## src/rtl/switch_io.sv

```systemverilog
// Switch bus read target: two-flop synchroniser, debounce window and stable
// snapshot, with a sticky clear-on-read change flag and a wrapping change counter.
module switch_io #(
  parameter int DEBOUNCE_CYCLES = 4
) (
  input  logic        clk,
  input  logic        rst,
  input  logic [23:0] switch_in,
  input  logic        io_rd,
  input  logic [1:0]  io_addr,
  output logic [31:0] io_rdata,
  output logic [2:0]  sw_mode,
  output logic        sw_changed
);

  localparam int CW = $clog2(DEBOUNCE_CYCLES) + 1;
  localparam logic [CW-1:0] CNT_MAX  = CW'(DEBOUNCE_CYCLES - 1);
  localparam logic [CW-1:0] CNT_ONE  = CW'(1);
  localparam logic [CW-1:0] CNT_ZERO = CW'(0);

  localparam logic [1:0] ADDR_DATA   = 2'd0;
  localparam logic [1:0] ADDR_MODE   = 2'd1;
  localparam logic [1:0] ADDR_STATUS = 2'd2;
  localparam logic [1:0] ADDR_COUNT  = 2'd3;

  logic [23:0]   sync1_r;
  logic [23:0]   sync2_r;
  logic [23:0]   cand_r;
  logic [23:0]   stable_r;
  logic [CW-1:0] deb_cnt_r;
  logic          changed_r;
  logic [15:0]   chg_cnt_r;

  logic          load_s;
  logic          set_s;
  logic          clr_s;

  // Window completion, change detection and clear-on-read qualification
  always_comb begin
    load_s = 1'b0;
    set_s  = 1'b0;
    clr_s  = 1'b0;
    if ((sync2_r == cand_r) && (deb_cnt_r >= CNT_MAX)) begin
      load_s = 1'b1;
    end else begin
      load_s = 1'b0;
    end
    if (load_s && (cand_r != stable_r)) begin
      set_s = 1'b1;
    end else begin
      set_s = 1'b0;
    end
    if (io_rd && (io_addr == ADDR_STATUS)) begin
      clr_s = 1'b1;
    end else begin
      clr_s = 1'b0;
    end
  end

  // Synchroniser and debounce window; any difference at sync2 restarts the window
  always_ff @(posedge clk or posedge rst) begin
    if (rst) begin
      sync1_r   <= 24'h000000;
      sync2_r   <= 24'h000000;
      cand_r    <= 24'h000000;
      stable_r  <= 24'h000000;
      deb_cnt_r <= CNT_ZERO;
    end else begin
      sync1_r <= switch_in;
      sync2_r <= sync1_r;
      if (sync2_r != cand_r) begin
        cand_r    <= sync2_r;
        deb_cnt_r <= CNT_ZERO;
      end else if (deb_cnt_r < CNT_MAX) begin
        deb_cnt_r <= deb_cnt_r + CNT_ONE;
      end else begin
        stable_r <= cand_r;
      end
    end
  end

  // Sticky change flag (a set beats a same-edge clear) and wrapping change counter
  always_ff @(posedge clk or posedge rst) begin
    if (rst) begin
      changed_r <= 1'b0;
      chg_cnt_r <= 16'h0000;
    end else begin
      if (set_s) begin
        changed_r <= 1'b1;
        chg_cnt_r <= chg_cnt_r + 16'h0001;
      end else if (clr_s) begin
        changed_r <= 1'b0;
      end
    end
  end

  // Read port, combinational from the address and the registers
  always_comb begin
    io_rdata = 32'h00000000;
    case (io_addr)
      ADDR_DATA:   io_rdata = {16'h0000, stable_r[15:0]};
      ADDR_MODE:   io_rdata = {29'h00000000, stable_r[23:21]};
      ADDR_STATUS: io_rdata = {31'h00000000, changed_r};
      ADDR_COUNT:  io_rdata = {16'h0000, chg_cnt_r};
      default:     io_rdata = 32'h00000000;
    endcase
  end

  assign sw_mode    = stable_r[23:21];
  assign sw_changed = changed_r;

endmodule

```

## config.mk

```make
export PLATFORM = sky130hd
export DESIGN_NAME = switch_io
export DESIGN_NICKNAME = d
export VERILOG_FILES = /design/src/rtl/switch_io.sv
export SDC_FILE = /design/constraint.sdc
export NUM_CORES = 1
export LEC_CHECK = 0
export BUFFER_PORTS_ARGS = -buffer_cell sky130_fd_sc_hd__buf_2
export CORE_MARGIN = 2
export CORE_UTILIZATION = 57
export DETAILED_ROUTE_END_ITERATION = 16
export PLACE_DENSITY = 0.9
export SKIP_CTS_REPAIR_TIMING = 1
export SLEW_MARGIN = 0
export SYNTH_ARGS = -nofsm -noshare
export SYNTH_HDL_FRONTEND = slang
export SYNTH_SLANG_ARGS = --single-unit
```

## constraint.sdc

```tcl
create_clock -name clk -period 3.5 [get_ports clk]
set_input_delay 0.175 -clock clk [delete_from_list [all_inputs] [get_ports clk]]
set_output_delay 0.175 -clock clk [all_outputs]
set_load 0.02 [all_outputs]
```

Yosys cells after proc, flatten, opt, wreduce, memory -nomap -nowiden:

Index checks and enable logic that the tools add are counted.

* flip-flop bits (word level): 116
* input bits: 29
* output and inout port bits: 36
* word-level logic and storage cells: 34

* add/subtract/negate cells: 2
* order comparisons: 2
* equality and inequality tests: 6
* multiplexer cells: 8
* bitwise logic cells: 2
* reductions and logical operators: 7

Operators with widths (count)
* $pmux 32 s4: 1
* $ne 24x24->1: 2
* $eq 24x24->1: 1
* $add 16x1->16 const B: 1
* $mux 3: 2
* $mux 1: 5
* $eq 2x2->1 const B: 2
* $reduce_bool 2->1: 2
* $add 3x1->3 const B: 1
* $ge 3x2->1 const B: 1
* $logic_and 1x1->1: 3
* $lt 3x2->1 const B: 1
* $eq 2x1->1 const B: 1
* $logic_not 2->1: 1
* $not 1->1: 2
* $reduce_and 2->1: 1

Depth between registers and ports, before layout:

Gate-level depths: netlist of run 1.

* depth in word-level cells: 6
* gate-level depth with buffers: 8
* mapped depth without buffers: 7

Worst setup path before layout of run 1:

OpenSTA, ideal clock, no wires.

* kind: flip-flop to flip-flop
* start point: register cand_r[16]
* end point: register stable_r[0]
* library setup time: 125 ps
* data arrival time: 1892 ps
* data required time: 3375 ps
* setup slack: 1484 ps
* stages on the path, launching flop included: 8
* buffers on the path: 1
* period minus slack after synthesis: 2016 ps
* cells stage by stage: dfrtp_1 xnor2_1 nand4_1 nor4_2 nand3_2 nor2_4 buf_4 mux2_2

* longest elaborated chain between the ends: 3

RTL lines
* start: declaration: RTL line 28 `logic [23:0] cand_r;`
* start signal: assignment: RTL line 72 `cand_r <= sync2_r;`
* $ne 24x24->1: RTL line 71 `if (sync2_r != cand_r) begin`
* $not 1->1 (no line)
* $reduce_and 2->1 (no line)
* end signal: assignment: RTL line 77 `stable_r <= cand_r;`
* end: declaration: RTL line 29 `logic [23:0] stable_r;`

Every way passes these cells.
A chain may end at the register's enable or synchronous reset.

Worst setup path after layout of run 1:

* start point: register cand_r[9]
* end point: register stable_r[8]

Same word-level chain as after synthesis.

==> results of run 1 <==
## cell type report
class                      count  area [µm²]
clock inverter                11         150
timing repair buffer          77         533
fill                         534        2350
clock buffer                  21         459
inverter                       3        13.8
tap                          105         131
sequential                   116        2900
multi-input combinational    189        1550
## layout by cell type (no fill, tap or decap), types with 2 or more instances in the layout
cell type / n
nand3_1: 4
buf_2: 48
dlygate4sd3_1: 25
nand2_1: 4
mux2_1: 3
nor4_2: 6
nor4b_1: 4
o21ai_0: 2
buf_4: 3
a21oi_1: 3
nor4_1: 9
bufinv_16: 3
and3_1: 4
nor3_1: 2
nand4_1: 11
clkinvlp_4: 5
a22o_1: 15
mux2_2: 24
dfrtp_1: 116
inv_1: 2
xnor2_1: 24
conb_1: 16
clkbuf_16: 16
ha_1: 3
nor2_1: 6
clkbuf_8: 4
xor2_1: 39
## final timing paths
| check | from | endpoint | slack [ps] | cells after the start |
|---|---|---|---|---|
| max in group asynchronous | rst | sync1_r[0] | 2700 | 4 |
| min reg2reg | sync1_r[2] | sync2_r[2] | 340 | 0 |
| max | cand_r[9] | stable_r[8] | 830 | 6 |
| min | io_rd | sw_changed | -30 | 4 |
| max reg2reg | cand_r[9] | stable_r[8] | 830 | 6 |
| min in group asynchronous | rst | sync2_r[2] | 350 | 4 |
## per-layer routing
layer / part of all wire (%) / vias to the layer above
met2: 51 / 90
met3: 5.3 / 19
met1: 42 / 1388
li1: - / 1251
met5: 0 / -
met4: 2.0 / 0
## logic make-up after synthesis
kind of cell | Yosys count | synth area share (%)
XOR/XNOR | 63 | 11.8
AND/OR/NAND/NOR | 58 | 8.60
AO/OA/AOI/OAI | 21 | 3.50
flip-flops | 116 | 61.9
adder cells (fa/ha/maj) | 3 | 0.801
multiplexers | 28 | 6.97
buffers and inverters | 55 | 6.35
other | 1 | 0.0800
## worst max-delay path, cell delays in order (launching register included)
cell and delay [ps]:
dfrtp_1 410, xnor2_1 190, nand4_1 190, nor4_2 410, nand3_2 280, nor2_4 650, mux2_2 420
## flip-flops by register name, summed over array words and instances (netlist names)
| name | flops |
|---|---|
| deb_cnt_r | 3 |
| cand_r | 24 |
| sw_changed | 1 |
| chg_cnt_r | 16 |
| sync2_r | 24 |
| stable_r | 24 |
| sync1_r | 24 |
## per-stage QoR
stage	total power, W	hold slack (ps)
global placement	0.00154	283
global route	0.00339	11.3
CTS	0.00328	-255
detailed placement	0.00155	284
floorplan	0.00153	206
finish	0.00329	-26.3
## where the power goes
| group | switching, W | total, W | internal, W |
|---|---|---|---|
| clock | 0.000600 | 0.00174 | 0.00114 |
| combinational | 0.0000718 | 0.000129 | 0.0000572 |
| sequential | 0.0000317 | 0.00142 | 0.00138 |
==> results.md, run 1 <==
- Worst Path Required: 3900 ps
- Largest net degree at the start of global routing: 117
- Syn Area/Cell: 13.6 µm²
- Unrepaired setup endpoints after global routing: no
- Final worst setup slack: 831 ps
- Slew Viols, Final: 0
- Initial antenna violation count: 0
- Synth cell count leaders: dfrtp_1, xor2_1, clkbuf_1
- Final design utilization: 70.9%
- Sequential fraction of the synthesis area: 61.9%
- Post-route cell area: 5740 µm²
- Area share of the largest cell type after synthesis: 61.9%
- Setup TNS: 0 ps
- Iter 0 DRT Violations: 142
- Critical path class: flop to flop
- TritonCTS Buffers: 17
- Site Rows: 33
- Vias in the first global route: 2709
- Full die area: 8960 µm²
- Min-Delay Path Class: input port to flop
- Clock Tree Root: clkbuf_8
- Met1 Track Usage GR: 27.3%
- Clk sinks: 116
- Worst setup SP type: flop
- # IOs: 65
- Skew-Pair Late Insertion Delay: 520 ps
- Fin nets: 436
- Critical path data arrival time: 3070 ps
- Most used routing layer: met2
- Worst-Margin Slew: 1000 ps
- Netlist cell types: 34
- Area grow syn2layout: 22.4%
- Crit path max fanout: 24
- Seq cells post-synth: 116
- WL/cell: 17.2 µm
- Fraction of layout cells with a size suffix above 1: 28.5%
- First-pass GRT wire length: 13700 µm
- Gate Count Post-Synth: 345
- GRT overflow: 0
- Post-synth EDFFs: 0
- Starting density of the core: 57.9%
- Placed cell count: 465
- P_leak: 2.76 nW
- Leading area contributor after synthesis: dfrtp_1
- Setup Skew: 4.18 ps
- DRT antenna net count: 0
- Core area: 8090 µm²
- Outcome: finished, violations left
- DR DRC count: 0
- Antenna Cells: 0
- Max Cap Viol: 0
- Hold Slack: -26.3 ps
- DRT Pass-1 Iters: 4
- CP Capture Type: flop
- Fin crit share: 76.3%
- Area post-placement: 4880 µm²
- Die Wd: 94.7 µm
- Routed wire length: 9000 µm
- Violated checks: hold timing
- DIE HEIGHT: 94.7 µm
- Global Route Usage Sum: 21.4%
- DP HPWL: 5580 µm
- Met3 usage: 7.50%
- Setup violators final: 0
- Most frequent cell after synthesis: dfrtp_1
- Prevailing post-synth register cell: dfrtp_1
- Fmax: 375 MHz
- Rel. slew slack: 33.1%
- Vias: 2748
- # H-tree levels: 4
- Port Buffers: 48
- Routability Congestion: 0.874
- Minimum clock period: 2670 ps
- Post-placement setup slack: 889 ps
- CTS tree: yes
- Worst VDD drop: 0.422 mV
- Pwr Density: 573 nW/µm²
- Top post-synthesis cells by area: dfrtp_1, xor2_1, mux2_2, xnor2_1, buf_4
- CTS max path bufs: 2
- Vias/cell: 5.26
- Clock slew at reported path FFs: 60 ps
- Grt met2 use: 33.6%
- Hold Fails Final Rpt: 1
- Cell area after synthesis: 4690 µm²
- Syn. warnings: 0
- Async SR Flop Fraction: 100%
- Filler-free cell count of the finished design: 522
Note: power is estimated with default switching activity, not from simulation.
==> run 2, diff against run 1 <==
Settings changed: CORE_UTILIZATION 57 to 51, PLACE_DENSITY 0.9 to 0.86.
Clock period 3.5 ns to 2.4 ns, I/O delays scaled along.
==> run 2 against run 1 <==
- the run still ends with hold timing left
- total power up 46%
- non-clock buffer count rose by 9
- cell count up 2.3%
- critical endpoint is now chg_cnt_r[11]
- largest power group unchanged
==> results.md, run 2 (synthesis gave the netlist of run 1 again) <==
- # H-tree levels: 4 (unchanged)
- Setup violators final: 0 (unchanged)
- Core area: 8810 µm² (+8.8%)
- Hold Slack: -19.0 ps (+7.39 ps)
- Antenna Cells: 0 (unchanged)
- Critical path data arrival time: 2770 ps (-300 ps)
- CTS max path bufs: 2 (unchanged)
- Critical path class: flop to flop
- Initial antenna violation count: 0 (unchanged)
- Post-placement setup slack: 134 ps (-754 ps)
- Unrepaired setup endpoints after global routing: no
- Hold Fails Final Rpt: 1 (unchanged)
- CP Capture Type: flop
- DIE HEIGHT: 99.9 µm (+5.5%)
- Worst-Margin Slew: 666 ps (-333 ps)
- Setup Skew: 5.69 ps (+1.50 ps)
- GRT overflow: 0 (unchanged)
- CTS tree: yes
- Port Buffers: 48 (unchanged)
- Crit path max fanout: 17 (-29%)
- First-pass GRT wire length: 14800 µm (+7.9%)
- TritonCTS Buffers: 17 (unchanged)
- Slew Viols, Final: 0 (unchanged)
- Skew-Pair Late Insertion Delay: 510 ps (about the same)
- Violated checks: hold timing
- Site Rows: 34 (+3.0%)
- # IOs: 65 (unchanged)
- DR DRC count: 0 (unchanged)
- Fin nets: 445 (+2.1%)
- Max Cap Viol: 0 (unchanged)
- P_leak: 2.81 nW (+1.8%)
- Full die area: 9970 µm² (+11%)
- Fraction of layout cells with a size suffix above 1: 30.3% (+1.7 points)
- Worst VDD drop: 0.754 mV (+79%)
- Vias: 2876 (+4.7%)
- Most frequent cells in the layout: dfrtp_1, buf_2, xor2_1
- DRT Pass-1 Iters: 4 (unchanged)
- # fillers: 578 (+8.2%)
- Starting density of the core: 53.2% (-4.7 points)
- Fmax: 427 MHz (+14%)
- Die Wd: 99.9 µm (+5.5%)
- Outcome: finished, violations left
- Pwr Density: 825 nW/µm² (+44%)
- Clock Tree Root: clkbuf_8
- Final worst setup slack: 59.8 ps (-771 ps)
- Rel. slew slack: 55.5% (+22 points)
- Clock slew at reported path FFs: 60 ps (about the same)
- Clk sinks: 116 (unchanged)
- Final design utilization: 66.2% (-4.7 points)
- Minimum clock period: 2340 ps (-329 ps)
- Total power: 0.00481 W (+46%)
- Routability Congestion: 0.815 (-6.8%)
- Most common cell after layout, fill and taps aside: dfrtp_1
- Fin crit share: 97.5% (+21 points)
- Min-Delay Path Class: input port to flop
- Setup TNS: 0 ps (unchanged)
- DRT antenna net count: 0 (unchanged)
- Worst Path Required: 2830 ps (-1070 ps)
- WL/cell: 18.5 µm (+7.2%)
- Area grow syn2layout: 24.4%
- Vias in the first global route: 2833 (+4.6%)
- DP HPWL: 6250 µm (+12%)
- Global Route Usage Sum: 20.2% (-1.2 points)
- Iter 0 DRT Violations: 151 (+6.3%)
- Vias/cell: 5.39 (+2.3%)
- Routed wire length: 9870 µm (+9.7%)
- Worst setup SP type: flop
- Largest net degree at the start of global routing: 51 (-56%)
-- run 2: cell types whose count changed in the layout (fill, tap and decap cells not counted) --
cell           delta
buf_12            +1
clkinv_2          +2
buf_4             +7
dlygate4sd3_1     +1
inv_4             -1
nor4b_1           -1
clkbuf_1          -1
nor4b_2           +1
-- run 2: metrics by stage --
| step | area [µm²] | cells |
|---|---|---|
| CTS | 5560 | 508 |
| global placement | 4960 | 476 |
| global route | 5830 | 534 |
| finish | 5830 | 534 |
| detailed placement | 4960 | 476 |
| floorplan | 4750 | 360 |
-- run 2: power by group --
| group | switching (W) | internal (W) |
|---|---|---|
| registers | 0.0000494 | 0.00202 |
| logic | 0.000113 | 0.0000886 |
| clock network | 0.000881 | 0.00166 |
| total | 0.00104 | 0.00377 |
-- run 2: path summary, 6_finish.rpt --
path	start	end	slack, ps	cells after the start
setup / recovery	cand_r[21]	chg_cnt_r[11]	60	7
hold / removal	io_addr[0]	sw_changed	-20	3
setup reg to reg	cand_r[21]	chg_cnt_r[11]	60	7
hold reg to reg	sync1_r[2]	sync2_r[2]	340	0
max in group asynchronous	rst	chg_cnt_r[10]	1490	4
min in group asynchronous	rst	stable_r[17]	250	3
-- run 2: final cells by class --
class	instances	area [µm²]	share of cell area [%]
timing repair buffer	86	616	10.6
multi-input combinational	189	1550	26.7
tap	108	135	2.32
inverter	3	15.0	0.258
sequential	116	2900	49.8
clock buffer	20	455	7.81
clock inverter	12	153	2.62
-- run 2: metal layers --
metal	wire length (µm)	GRT usage [%]	vias to the layer above
met1	3840	23.9	1465
li1	-	-	1273
met3	483	5.99	30
met2	5290	34.0	108
met4	255	9.59	0
met5	0	0	-
-- run 2: critical path, stage by stage (launching register included) --
cell and delay (ps):
dfrtp_1 420, xnor2_1 220, nand4_1 200, nor4_2 370, nand3_2 170, buf_4 260
nor4b_1 420, xor2_1 190
